$ cat src/rtl/stream_serializer.sv
// Width downsizer for valid-ready streams: one wide word in, 1..NBEATS narrow beats out,
// lane 0 first, with o_last marking the final beat of each word.
module stream_serializer #(
    parameter  int DWIDTH = 8,
    parameter  int NBEATS = 4,
    localparam int LWIDTH = $clog2(NBEATS)
) (
    input  logic                     clk,
    input  logic                     rst,
    input  logic [DWIDTH*NBEATS-1:0] i_data,
    input  logic [LWIDTH-1:0]        i_len,
    input  logic                     i_valid,
    output logic                     o_ready,
    output logic [DWIDTH-1:0]        o_data,
    output logic                     o_last,
    output logic                     o_valid,
    input  logic                     i_ready
);

    localparam logic [LWIDTH-1:0] LEN_MAX = LWIDTH'(NBEATS - 1);

    typedef enum logic {IDLE, SEND} state_t;

    state_t                     state_p0, state_nx;
    logic [DWIDTH*NBEATS-1:0]   shift_p0, shift_nx;
    logic [LWIDTH-1:0]          len_p0, len_nx;
    logic [LWIDTH-1:0]          cnt_p0, cnt_nx;
    logic [LWIDTH-1:0]          cnt_inc;
    logic [LWIDTH-1:0]          len_in;
    logic [DWIDTH-1:0]          data_nx;
    logic                       last_nx;
    logic                       vld_nx;
    logic                       accept;
    logic [DWIDTH-1:0]          lanes [NBEATS];

    // Saturate a requested length to the last physical lane (only reachable for non-power-of-2 NBEATS).
    function automatic logic [LWIDTH-1:0] clamp_len(input logic [LWIDTH-1:0] len);
        if (int'(len) > NBEATS - 1)
            return LEN_MAX;
        return len;
    endfunction

    always_comb begin
        for (int k = 0; k < NBEATS; k++)
            lanes[k] = shift_p0[k*DWIDTH +: DWIDTH];
    end

    // A new word may enter while idle, or on the very edge the final beat is consumed.
    assign o_ready = ~rst && (state_p0 == IDLE || (i_ready && o_last));
    assign accept  = i_valid && o_ready;
    assign len_in  = clamp_len(i_len);
    assign cnt_inc = cnt_p0 + 1'b1;

    always_comb begin
        state_nx = state_p0;
        shift_nx = shift_p0;
        len_nx   = len_p0;
        cnt_nx   = cnt_p0;
        data_nx  = o_data;
        last_nx  = o_last;
        vld_nx   = o_valid;
        if (accept) begin
            state_nx = SEND;
            shift_nx = i_data;
            len_nx   = len_in;
            cnt_nx   = '0;
            data_nx  = i_data[DWIDTH-1:0];
            last_nx  = (len_in == '0);
            vld_nx   = 1'b1;
        end else if (state_p0 == SEND && i_ready) begin
            if (!o_last) begin
                cnt_nx  = cnt_inc;
                data_nx = lanes[cnt_inc];
                last_nx = (cnt_inc == len_p0);
            end else begin
                state_nx = IDLE;
                last_nx  = 1'b0;
                vld_nx   = 1'b0;
            end
        end
    end

    // Output stage: registered beat, its last flag and valid.
    always_ff @(posedge clk) begin
        if (rst) begin
            state_p0 <= IDLE;
            shift_p0 <= '0;
            len_p0   <= '0;
            cnt_p0   <= '0;
            o_data   <= '0;
            o_last   <= 1'b0;
            o_valid  <= 1'b0;
        end else begin
            state_p0 <= state_nx;
            shift_p0 <= shift_nx;
            len_p0   <= len_nx;
            cnt_p0   <= cnt_nx;
            o_data   <= data_nx;
            o_last   <= last_nx;
            o_valid  <= vld_nx;
        end
    end

endmodule

$ cat config.mk
export PLATFORM = sky130hd
export DESIGN_NAME = stream_serializer
export DESIGN_NICKNAME = d
export VERILOG_FILES = /design/src/rtl/stream_serializer.sv
export SDC_FILE = /design/constraint.sdc
export NUM_CORES = 1
export LEC_CHECK = 0
export BUFFER_PORTS_ARGS = -buffer_cell sky130_fd_sc_hd__buf_2
export CAP_MARGIN = 25
export CORE_ASPECT_RATIO = 1.25
export CORE_MARGIN = 4
export CORE_UTILIZATION = 47
export CTS_CLUSTER_SIZE = 28
export DETAILED_ROUTE_END_ITERATION = 10
export PLACE_DENSITY = 0.75
export SLEW_MARGIN = 20
export SYNTH_ARGS = -nofsm -noshare
export SYNTH_HDL_FRONTEND = slang
export SYNTH_SLANG_ARGS = --single-unit
$ cat constraint.sdc
create_clock -name clk -period 1.23 [get_ports clk]
set_input_delay 0.123 -clock clk [delete_from_list [all_inputs] [get_ports clk]]
set_output_delay 0.123 -clock clk [all_outputs]
set_load 0.02 [all_outputs]
==> results.txt <==
----------------------------------------------------
[Run status]
  Status ... finished with violations
  Violated checks ... negative setup slack

[Worst setup path]
  Kind of critical path ... reg2reg
  Endpoint type of the worst setup path ... register
  Count of buffer and inverter cells on the critical path ... 0
  Biggest fanout along the worst timing path ... 9
  Slowest stage cell on the critical path ... dfxtp_2
  Data required time of the critical path ... 1.42 ns
  Destination of the worst register-to-register timing path ... o_data[7]
  CP cell instances ... and2b_2 > nand2_4 > nor2_1 > nor4_1
  Critical Path Max Stage Delay ... 0.37 ns
  Data arrival at the endpoint of the critical path ... 1.51 ns
  Reg2reg path depth ... 4
  CP top delay family ... simple AND/OR/NAND/NOR gates
  Launch instance of the worst register-to-register path ... o_last
  Worst setup SP type ... register
  Setup slack, reg-to-reg ... -0.09 ns

[Cells and area]
  Most common cell after layout, fill and taps aside ... nand2_1
  Fraction of final layout cells with drive strength greater than 1 ... 49.83%
  Layout filler cell count ... 298
  Leading cell types in the layout, fill and taps excluded ... 51 x nand2_1, 47 x buf_2, 43 x dfxtp_1, 22 x nor2_1, 18 x a21oi_1
  Count of nets after finishing ... 336
  Final design instance area without fill ... 0.002844 mm^2
  Util after Layout ... 69.38%
  Antenna Cells ... 0
  Relative area change from synthesis to final layout ... 43.23%

[Logic synthesis]
  Net count after synthesis ... 267
  Library cell with the largest summed area after synthesis ... dfxtp_1
  Combined area of all synthesized cells ... 0.001986 mm^2
  Number of unique standard cell types used by synthesis ... 28
  Synthesized area per cell ... 8.671 um^2
  Area share of the leading cell type in the synthesized netlist ... 46.38%
  Number of instances in the synthesized netlist ... 229
  Ranking of synthesized cells by area ... dfxtp_1 46%, nand2_1 13%, a21oi_1 8.6%
  Register bit total from synthesis ... 46
  Yosys warnings ... 0
  Part of the Yosys area used for sequential elements ... 46.38%

[CTS]
  Clock transition at the register clock pins on the worst setup and hold paths after CTS ... 0.08 ns
  Clock net sink count ... 46
  Clock latency of the later-clocked register in the worst-skew pair ... 0.30 ns
  Longest Clk Path Bufs ... 2
  Cts bufs inserted ... 5
  Root Buffer ... clkbuf_8
  TritonCTS clock tree ... yes
  Level count of the clock H-tree ... 2

[Global route]
  Gr usage total ... 18.51%
  Wire length of the first global-routing pass ... 7631 um
  Global route total overflow ... 0
  Number of antenna violations at the first check in global routing ... 0
  Number of global-route vias before repair ... 1,637
  Maximum number of pins on one net before global-route repair ... 37

[STA]
  Setup ws final ... -0.09313 ns
  Slew @ Worst Pin ... 0.2706 ns
  Fmax ... 755.8 MHz
  Fraction of the cycle the final worst path needs ... 107.6%
  Clock period minus final worst setup slack ... 1.323 ns
  Hold Vio Cnt, Final ... 0
  Setup violators final ... 37
  Final Skew ... 0.008983 ns
  Unrepaired setup endpoints after global routing ... yes
  Final Max Slew Viols ... 0
  Aggregate negative setup slack ... -1.331 ns
  Worst slew margin relative to its limit ... 81.79%

[Placement]
  HPWL after detailed placement ... 3218 um
  Number of buffers inserted by port buffering ... 48
  Post-place instance area ... 0.002361 mm^2
  Routability-driven placement congestion ratio ... 0.7861
  Worst slack after detailed placement ... -0.1720 ns

[Routing]
  Post-detailed-routing wire length ... 5380 um
  Total via count in the routed design ... 1,863
  Top routing layer in use ... met4
  Count of unresolved DRC violations after routing ... 0
  Metal3 WL ... 380 um
  DR iter-0 viols ... 119
  Number of routed nets with antenna violations ... 0
  Total length of routed met2 wires ... 2566 um
  Met1 wire length ... 2368 um
  Number of vias per cell after detailed routing ... 5.248
  Routed length per placed instance ... 15.15 um
  Number of optimization iterations in the first detailed-route pass ... 4

[Power and ir drop]
  Total leakage power ... 1.194 nW
  Net load switching power ... 0.9314 mW
  Total design power ... 3.282 mW
  Max IR drop VDD ... 836.3 uV
  Share of total power consumed by net switching ... 28.38%
  Power density over the cells ... 1154 mW/mm^2
  Relative contribution of sequential cells to total power ... 50.5%
  Proportion of power drawn by the clock network ... 27.3%
  Internal power contribution ... 2.351 mW
  Fraction of power consumed by combinational cells ... 22.2%

[Floorplan]
  Number of top-level pins ... 49
  Die area ... 0.005335 mm^2
  Core Footprint ... 0.004099 mm^2
  Die H ... 80.67 um
  Starting Density ... 48.44%
  Std-Cell Rows ... 26
  Chip Width ... 66.14 um

[Min path]
  Classification of the worst-slack hold path ... in2reg
  Worst min-delay path startpoint ... i_data[23]
  WHS Endpoint ... shift_p0[23]
  Hold Path Stages ... 3

[Run]
  Max capacitance violation total ... 0

----------------------------------------------------
worst max-delay path by stage:
stage	from	end	cells after the start
3_3_place_gp	cnt_p0[0]	o_data[7]	3
6_report	o_last	o_data[7]	4
4_1_cts	cnt_p0[0]	o_data[0]	4
3_5_place_dp	cnt_p0[0]	o_data[7]	3
5_1_grt	o_last	o_data[7]	4
2_1_floorplan	cnt_p0[0]	o_data[4]	4
routing by layer:
| layer | vias up | global-route usage [%] |
|---|---|---|
| met5 | - | 0 |
| met4 | 0 | 8.537 |
| met3 | 7 | 3.636 |
| met2 | 82 | 28.00 |
| met1 | 869 | 25.20 |
| li1 | 905 | - |
synth_stat cells:
cell type,number
nand2_1,68
and2b_1,1
buf_4,2
mux2i_1,1
mux4_1,1
a21boi_2,1
nor4_2,6
and3_1,1
xnor2_1,2
nor4_1,2
nor2_1,29
nand3_1,1
nand2b_1,3
dfxtp_1,46
mux4_2,7
nor2b_1,1
nor3_1,2
o2bb2ai_1,1
clkbuf_1,4
xor2_1,1
buf_6,5
inv_1,1
a211oi_1,1
nand2_2,1
a2bb2oi_2,1
a21oi_1,34
o21ai_0,1
buf_2,5
per-stage QoR:
step | cells | hold WS, ns
6_report | 355 | 0.06831
3_3_place_gp | 329 | 0.3639
4_1_cts | 343 | 0.05636
5_1_grt | 355 | 0.06895
3_5_place_dp | 329 | 0.3704
2_1_floorplan | 229 | 0.2435
worst min-delay path: stages:
cell	delay (ns)
buf_2	0.10
nand2_1	0.05
a21oi_1	0.05
final cells by class:
type / instances / area, um^2 / share of cell area (%)
Multi-Input combinational cell: 166 / 1135 / 39.90
Sequential cell: 46 / 927.1 / 32.60
Timing Repair Buffer: 78 / 621.8 / 21.87
Clock buffer: 6 / 72.57 / 2.552
Tap cell: 56 / 70.07 / 2.464
Clock inverter: 2 / 13.76 / 0.4839
Inverter: 1 / 3.754 / 0.1320
repair_timing:
| action | in CTS | in global routing |
|---|---|---|
| endpoints found under the setup margin | 36 | 46 |
| gates cloned | 0 | 4 |
| hold buffers | 0 | 0 |
| pin swaps | 4 | 26 |
| gates resized for setup | 14 | 43 |
| setup buffers | 6 | 8 |
flip-flops by register name, summed over array words and instances, names as in the netlist:
| signal | cells |
|---|---|
| o_data | 8 |
| len_p0 | 2 |
| shift_p0 | 32 |
| o_last | 1 |
| cnt_p0 | 2 |
| state_p0 | 1 |
cells by family after synthesis:
| family | share of synthesized area, % |
|---|---|
| flops | 46.38 |
| xor+xnor | 1.323 |
| simple gates | 25.77 |
| compound gates | 10.96 |
| mux | 9.767 |
| buf+inv | 5.796 |
power by group through the flow:
stage	clock, mW	sequential [mW]	combinational [mW]
6_report	0.896	1.66	0.728
2_1_floorplan	0	1.71	0.314
4_1_cts	0.898	1.65	0.577
5_1_grt	0.958	1.67	0.787
3_5_place_dp	0	1.69	0.534
3_3_place_gp	0	1.68	0.523
(Power assumes the default switching activity.)
